## src/rtl/fpga_hf_pkg.sv

```systemverilog
// Shared opcodes, major-mode encodings and FSM type for the HF controller.
// The readback path is enabled by defining FPGA_CMD_READBACK_EN.
package fpga_hf_pkg;

  localparam logic [3:0] FPGA_CMD_SET_CONFREG = 4'b0001;

  localparam logic [2:0] HF_READ_TX       = 3'd0;
  localparam logic [2:0] HF_READ_RX_XCORR = 3'd1;
  localparam logic [2:0] HF_SIMULATE      = 3'd2;
  localparam logic [2:0] HF_ISO14443A     = 3'd3;
  localparam logic [2:0] HF_SNIFFER       = 3'd4;
  localparam logic [2:0] HF_OFF           = 3'd7;

  localparam logic [7:0] CONF_RESET = 8'hE0;

  typedef enum logic {
    ST_ACTIVE,
    ST_GUARD
  } hf_state_e;

endpackage

```

## src/rtl/hf_mode_ctrl_spi_cmd_rx.sv

```systemverilog
// SPI frame receiver in the carrier domain: sync, edge detect, framing check.
// FPGA_CMD_READBACK_EN adds the miso readback shifter.
module spi_cmd_rx #(
  parameter int CMD_W = 16
) (
  input  logic             clk_i,
  input  logic             rst_ni,
  input  logic             spck_i,
  input  logic             mosi_i,
  input  logic             ncs_i,
`ifdef FPGA_CMD_READBACK_EN
  input  logic [CMD_W-1:0] rb_data_i,
`endif
  output logic             miso_o,
  output logic             frame_valid_o,
  output logic             frame_err_o,
  output logic [CMD_W-1:0] frame_o
);

  localparam int CW = $clog2(CMD_W + 2);
  localparam logic [CW-1:0] CNT_FULL = CW'(CMD_W);
  localparam logic [CW-1:0] CNT_SAT  = CW'(CMD_W + 1);

  logic [2:0]       spck_q;
  logic [1:0]       mosi_q;
  logic [2:0]       ncs_q;
  logic [CMD_W-1:0] sh_q;
  logic [CW-1:0]    cnt_q;
  logic             valid_q;
  logic             err_q;

  logic spck_rise, ncs_fall, ncs_rise, ncs_low;

  // Index 1 is the synchronised value; index 2 is its previous cycle.
  assign spck_rise = spck_q[1] & ~spck_q[2];
  assign ncs_fall  = ~ncs_q[1] & ncs_q[2];
  assign ncs_rise  = ncs_q[1] & ~ncs_q[2];
  assign ncs_low   = ~ncs_q[1];

  always_ff @(posedge clk_i or negedge rst_ni) begin
    if (!rst_ni) begin
      spck_q  <= '0;
      mosi_q  <= '0;
      ncs_q   <= '1;
      sh_q    <= '0;
      cnt_q   <= '0;
      valid_q <= 1'b0;
      err_q   <= 1'b0;
    end else begin
      spck_q  <= {spck_q[1:0], spck_i};
      mosi_q  <= {mosi_q[0], mosi_i};
      ncs_q   <= {ncs_q[1:0], ncs_i};
      valid_q <= ncs_rise && (cnt_q == CNT_FULL);
      err_q   <= ncs_rise && (cnt_q != CNT_FULL);
      if (spck_rise && ncs_low) begin
        sh_q <= {sh_q[CMD_W-2:0], mosi_q[1]};
        if (cnt_q != CNT_SAT) cnt_q <= cnt_q + 1'b1;
      end
      if (ncs_fall) cnt_q <= '0;
    end
  end

  assign frame_valid_o = valid_q;
  assign frame_err_o   = err_q;
  assign frame_o       = sh_q;

`ifdef FPGA_CMD_READBACK_EN
  logic [CMD_W-1:0] rb_q;
  logic             spck_fall;

  assign spck_fall = ~spck_q[1] & spck_q[2];

  // Shift on the falling edge so the ARM sees a settled bit on its rise.
  always_ff @(posedge clk_i or negedge rst_ni) begin
    if (!rst_ni) begin
      rb_q <= '0;
    end else if (ncs_fall) begin
      rb_q <= rb_data_i;
    end else if (spck_fall && ncs_low) begin
      rb_q <= {rb_q[CMD_W-2:0], 1'b0};
    end
  end

  assign miso_o = ncs_low & rb_q[CMD_W-1];
`else
  assign miso_o = 1'b0;
`endif

endmodule

```

## src/rtl/hf_mode_ctrl.sv

```systemverilog
// HF top: config word, guarded mode switch and per-mode output mux.
// FPGA_CMD_READBACK_EN enables status readback on miso.
module hf_mode_ctrl
  import fpga_hf_pkg::*;
#(
  parameter int CMD_W        = 16,
  parameter int OPC_W        = 4,
  parameter int NUM_MODES    = 8,
  parameter int SIG_W        = 11,
  parameter int GUARD_CYCLES = 16,
  parameter logic [SIG_W-1:0] SAFE_VALUE = {SIG_W{1'b0}}
) (
  input  logic                       ck_1356meg,
  input  logic                       nreset,
  input  logic                       spck,
  input  logic                       mosi,
  input  logic                       ncs,
  output logic                       miso,
  input  logic [NUM_MODES*SIG_W-1:0] mode_sigs,
  output logic [SIG_W-1:0]           out_sigs,
  output logic [7:0]                 conf_word,
  output logic [2:0]                 major_mode,
  output logic                       mode_switching,
  output logic                       cmd_valid,
  output logic [OPC_W-1:0]           cmd_opcode,
  output logic [CMD_W-OPC_W-1:0]     cmd_data
  ,output logic                      frame_err
);

  localparam int PAY_W = CMD_W - OPC_W;
  localparam int GW = (GUARD_CYCLES > 1) ? $clog2(GUARD_CYCLES) : 1;
  localparam logic [GW-1:0] GUARD_LOAD = GW'(GUARD_CYCLES - 1);

  logic             frame_valid;
  logic [CMD_W-1:0] frame;
  logic [OPC_W-1:0] opc;
  logic [PAY_W-1:0] payload;
  logic [7:0]       new_conf;
  logic             set_cfg;

  hf_state_e        state_q, state_d;
  logic [2:0]       mode_q, mode_d;
  logic [7:0]       conf_q, conf_d;
  logic [GW-1:0]    guard_q, guard_d;
  logic [SIG_W-1:0] out_q, out_d;
  logic             cmd_valid_q;
  logic [OPC_W-1:0] cmd_opc_q;
  logic [PAY_W-1:0] cmd_data_q;
  logic [SIG_W-1:0] bus [8];

  spi_cmd_rx #(
    .CMD_W(CMD_W)
  ) u_rx (
    .clk_i        (ck_1356meg),
    .rst_ni       (nreset),
    .spck_i       (spck),
    .mosi_i       (mosi),
    .ncs_i        (ncs),
`ifdef FPGA_CMD_READBACK_EN
    .rb_data_i    (CMD_W'({mode_switching, conf_q})),
`endif
    .miso_o       (miso),
    .frame_valid_o(frame_valid),
    .frame_err_o  (frame_err),
    .frame_o      (frame)
  );

  assign opc      = frame[CMD_W-1 -: OPC_W];
  assign payload  = frame[PAY_W-1:0];
  assign new_conf = payload[7:0];
  assign set_cfg  = frame_valid &&
                    (opc == OPC_W'(FPGA_CMD_SET_CONFREG));

  // Unpopulated mode slots read as the safe value.
  for (genvar g = 0; g < 8; g++) begin : g_bus
    if (g < NUM_MODES) begin : g_pop
      assign bus[g] = mode_sigs[g*SIG_W +: SIG_W];
    end else begin : g_safe
      assign bus[g] = SAFE_VALUE;
    end
  end

  always_comb begin
    state_d = state_q;
    mode_d  = mode_q;
    conf_d  = conf_q;
    guard_d = guard_q;
    if (set_cfg) conf_d = new_conf;
    unique case (state_q)
      ST_ACTIVE: begin
        if (set_cfg && new_conf[7:5] != mode_q) begin
          state_d = ST_GUARD;
          guard_d = GUARD_LOAD;
        end
      end
      ST_GUARD: begin
        if (set_cfg && new_conf[7:5] != conf_q[7:5]) begin
          guard_d = GUARD_LOAD;
        end else if (guard_q == '0) begin
          state_d = ST_ACTIVE;
          mode_d  = conf_q[7:5];
        end else begin
          guard_d = guard_q - 1'b1;
        end
      end
      default: state_d = ST_ACTIVE;
    endcase
    out_d = (state_d == ST_GUARD) ? SAFE_VALUE : bus[mode_d];
  end

  always_ff @(posedge ck_1356meg or negedge nreset) begin
    if (!nreset) begin
      state_q     <= ST_ACTIVE;
      mode_q      <= CONF_RESET[7:5];
      conf_q      <= CONF_RESET;
      guard_q     <= '0;
      out_q       <= SAFE_VALUE;
      cmd_valid_q <= 1'b0;
      cmd_opc_q   <= '0;
      cmd_data_q  <= '0;
    end else begin
      state_q     <= state_d;
      mode_q      <= mode_d;
      conf_q      <= conf_d;
      guard_q     <= guard_d;
      out_q       <= out_d;
      cmd_valid_q <= frame_valid && !set_cfg;
      if (frame_valid && !set_cfg) begin
        cmd_opc_q  <= opc;
        cmd_data_q <= payload;
      end
    end
  end

  assign out_sigs       = out_q;
  assign conf_word      = conf_q;
  assign major_mode     = mode_q;
  assign mode_switching = (state_q == ST_GUARD);
  assign cmd_valid      = cmd_valid_q;
  assign cmd_opcode     = cmd_opc_q;
  assign cmd_data       = cmd_data_q;

endmodule

```

## config.mk

```make
export PLATFORM = sky130hd
export DESIGN_NAME = hf_mode_ctrl
export DESIGN_NICKNAME = d
export VERILOG_FILES = /design/src/rtl/fpga_hf_pkg.sv /design/src/rtl/hf_mode_ctrl_spi_cmd_rx.sv /design/src/rtl/hf_mode_ctrl.sv
export SDC_FILE = /design/constraint.sdc
export NUM_CORES = 1
export LEC_CHECK = 0
export BUFFER_PORTS_ARGS = -buffer_cell sky130_fd_sc_hd__buf_2
export CAP_MARGIN = 30
export CORE_MARGIN = 5
export CORE_UTILIZATION = 45
export CTS_BUF_LIST = sky130_fd_sc_hd__clkbuf_4
export CTS_CLUSTER_DIAMETER = 60
export CTS_CLUSTER_SIZE = 12
export DETAILED_ROUTE_END_ITERATION = 12
export MAX_ROUTING_LAYER = met4
export PLACE_DENSITY = 0.71
export SETUP_SLACK_MARGIN = 0.05
export SLEW_MARGIN = 20
export SYNTH_ARGS = -nofsm -noshare
export SYNTH_HDL_FRONTEND = slang
export SYNTH_SLANG_ARGS = --single-unit
export TNS_END_PERCENT = 20
```

## constraint.sdc

```tcl
create_clock -name ck_1356meg -period 2.88 [get_ports ck_1356meg]
set_input_delay 0.576 -clock ck_1356meg [delete_from_list [all_inputs] [get_ports ck_1356meg]]
set_output_delay 0.576 -clock ck_1356meg [all_outputs]
set_load 0.02 [all_outputs]
```

==> impl_metrics.tcl <==
set metrics [dict create \
    status "finished clean" \
    synth_seq_cells 75 \
    final_hold_viol_count 0 \
    clk_latency_ns 0.43 \
    antenna_found_initial 0 \
    arrival_ns 2.96 \
    gp_congestion 0.917 \
    dp_slack_ns 0.286 \
    cp_max_fo 10 \
    startpoint_type "flop" \
    crit_required_ns 3.22 \
    final_common_cell "buf_2" \
    yosysWarningCount 0 \
    cts.repair.resized 0 \
    crit_path_end_kind "flop" \
    ant_nets 0 \
    dp_hpwl_microns 8050 \
    seq_area_frac_synth 0.478 \
    setup_viol 0 \
    cts_tree "built" \
    fin_hold_ws_ns 0.0854 \
    viasPerCell 5.43 \
    clock-root-buffer "clkbuf_4" \
    avgRoutedWirePerCell_microns 16.6 \
    clockBufferDepth 2 \
    crit_type "flop to flop" \
    slowest_delay_ns 0.69 \
    firstDrtPassIters 4 \
    std_cell_rows 34 \
    post-route-min-period_ns 2.62 \
    max-cap-violations 0 \
    fin_crit_sh 0.911 \
    yosysUniqueCellTypes 50 \
    initialDrtViolationCount 111 \
    dp.cells 612 \
    drive_gt1_frac 0.393 \
    hp-class "input port to asynchronous set/reset pin" \
    critPathTopFamily "compound AO/OA/AOI/OAI gates" \
    clock_skew_ns 0.0198 \
    synth_nets 482 \
    core_region_area_sq_um 8640 \
    post-route-drc-count 0 \
    die_w_microns 104 \
    rsz0062_at_grt "yes" \
    dieArea_sq_um 10800 \
    ir_worst_vdd_mv 0.248 \
    grt_overflow 0 \
    io_buffers 133 \
    grt_max_degree 76 \
    synth_area_sq_um 3950 \
    h-tree-depth 3 \
    crit_buf_inv 0 \
    layout_setup_ws_ns 0.255 \
    synthArstFlopShare 1.00 \
    cp_slowest_cell "dfstp_2" \
    synth_edf_count 0 \
    cts_buffers 9 \
    design_area_sq_um 4900 \
    mostFrequentLayoutCells "buf_2, dfrtp_1, nand2_1" \
    maxSlewHeadroom 0.630 \
    diodes 0 \
    leakagePower_nw 2.47 \
    crit_chain "xor2_1, o311ai_1, or3b_1, a221oi_4, o21ai_1, o2111ai_1" \
    cts_sinks 75 \
    wl_microns 10500 \
    syn_avg_cell_area_sq_um 10.3 \
    slew_viol_final 0 \
    grtUsageTotal 0.200 \
    regToRegStartpoint "major_mode[2]$_DFF_PN1_" \
    initial_core_util 0.458 \
    synth_ff_type "dfrtp_1" \
    worst_setup_hold_path_clk_slew_ns 0.14 \
    ios 135 \
    syn-instance-count 385 \
    fin_tns_setup_ns 0 \
    grt_pass1_vias 3519 \
    die_h_microns 104 \
    finalNonFillerCells 630 \
    num_vias 3424 \
    clock.fmax_mhz 381 \
    crit_start "major_mode[2]$_DFF_PN1_" \
    worstMarginPinSlew_ns 0.546 \
    grt_pass1_wl_microns 17300 \
    dpl_cell_area_sq_um 4750 \
    power_density_nw_per_um2 422 \
    area_growth_pct 24.0 \
    fin_nets 614 \
]
## per-layer routing
metal	part of all wire	vias up	wire length, microns	track usage
met5	0	-	0	-
met4	0.021	0	221	0.0712
met3	0.061	18	643	0.0373
met2	0.49	123	5130	0.321
met1	0.43	1630	4490	0.253
li1	-	1653	-	-
## cell usage after synthesis (2+ instances only)
| cell type | instances | area, sq um |
|---|---|---|
| a21boi_0 | 30 | 225 |
| o2111ai_1 | 10 | 87.6 |
| a211oi_1 | 3 | 22.5 |
| nand3_1 | 3 | 15.0 |
| nor2_1 | 13 | 48.8 |
| clkbuf_2 | 2 | 10.0 |
| o21ai_0 | 10 | 50.1 |
| and3_1 | 33 | 206 |
| inv_1 | 8 | 30.0 |
| nand4_1 | 2 | 12.5 |
| clkbuf_1 | 20 | 75.1 |
| mux2i_1 | 13 | 130 |
| buf_4 | 2 | 15.0 |
| xor2_1 | 9 | 78.8 |
| o21ai_1 | 26 | 130 |
| ha_1 | 4 | 50.1 |
| mux2_2 | 24 | 270 |
| nand2_1 | 49 | 184 |
| a22oi_2 | 2 | 25.0 |
| nor3_1 | 4 | 20.0 |
| a22o_1 | 3 | 26.3 |
| o311ai_1 | 2 | 17.5 |
| nor3b_1 | 2 | 15.0 |
| nor2b_1 | 4 | 25.0 |
| nand3b_1 | 2 | 15.0 |
| a21oi_1 | 5 | 25.0 |
| nand2b_1 | 4 | 25.0 |
| dfrtp_1 | 66 | 1650 |
| dfstp_2 | 9 | 236 |
## per-stage QoR
stage / power, mW / util
floorplan: 1.36 / -
global placement: 1.49 / 0.550
detailed placement: 1.50 / 0.550
CTS: 2.08 / 0.564
global route: 2.17 / 0.568
finish: 2.07 / 0.568
## sequential cells by signal, summed over array words and instances (netlist names)
| name | cells |
|---|---|
| conf_word | 8 |
| cmd_data | 12 |
| u_rx.cnt_q | 5 |
| out_sigs | 11 |
| u_rx.spck_q | 3 |
| cmd_valid | 1 |
| mode_switching | 1 |
| u_rx.ncs_q | 3 |
| u_rx.frame_valid_o | 1 |
| u_rx.frame_err_o | 1 |
| cmd_opcode | 4 |
| u_rx.mosi_q | 2 |
| major_mode | 3 |
| guard_q | 4 |
| u_rx.frame_o | 16 |
## logic make-up (layout without fill, tap and decap cells)
group                    after synthesis  count (layout)  synth area share
AO/OA/AOI/OAI                        102             102             0.188
adder cells (fa/ha/maj)                4               4            0.0127
XOR/XNOR                              10              10            0.0222
other                                  1               1          0.000949
AND/OR/NAND/NOR                      124             124             0.164
multiplexers                          37              37             0.101
buffers and inverters                 32             169            0.0329
flip-flops                            75              75             0.478
## report_power, final
part / total (mW) / switching [mW] / internal (mW) / leakage [nW]
combinational: 0.273 / 0.127 / 0.146 / 1.45
clock: 0.588 / 0.399 / 0.189 / 0.0648
sequential: 1.21 / 0.0802 / 1.13 / 0.965
total: 2.07 / 0.606 / 1.46 / 2.47
## path summary, 6_finish.rpt
path,depth (start not counted),slack [ns],to
min,1,0.09,cmd_data[1]$_DFFE_PN0P_
max in group asynchronous,2,2.15,major_mode[2]$_DFF_PN1_
max,6,0.26,out_sigs[0]$_DFF_PN0_
max reg2reg,6,0.26,out_sigs[0]$_DFF_PN0_
min reg2reg,0,0.37,u_rx.ncs_q[1]$_DFF_PN1_
min in group ck_1356meg,1,0.25,u_rx.ncs_q[0]$_DFF_PN1_
## what timing repair did
action,in CTS,in global routing
hold buffers,0,0
endpoints found under the setup margin,0,5
setup buffers,0,1
## area by class of cell
type	instances	area, sq um
fill	778	3730
sequential	75	1890
clock buffer	9	67.6
clock inverter	7	57.6
tap	108	135
multi-input combinational	278	1940
timing repair buffer	145	783
inverter	8	30.0
(Power assumes the default switching activity.)
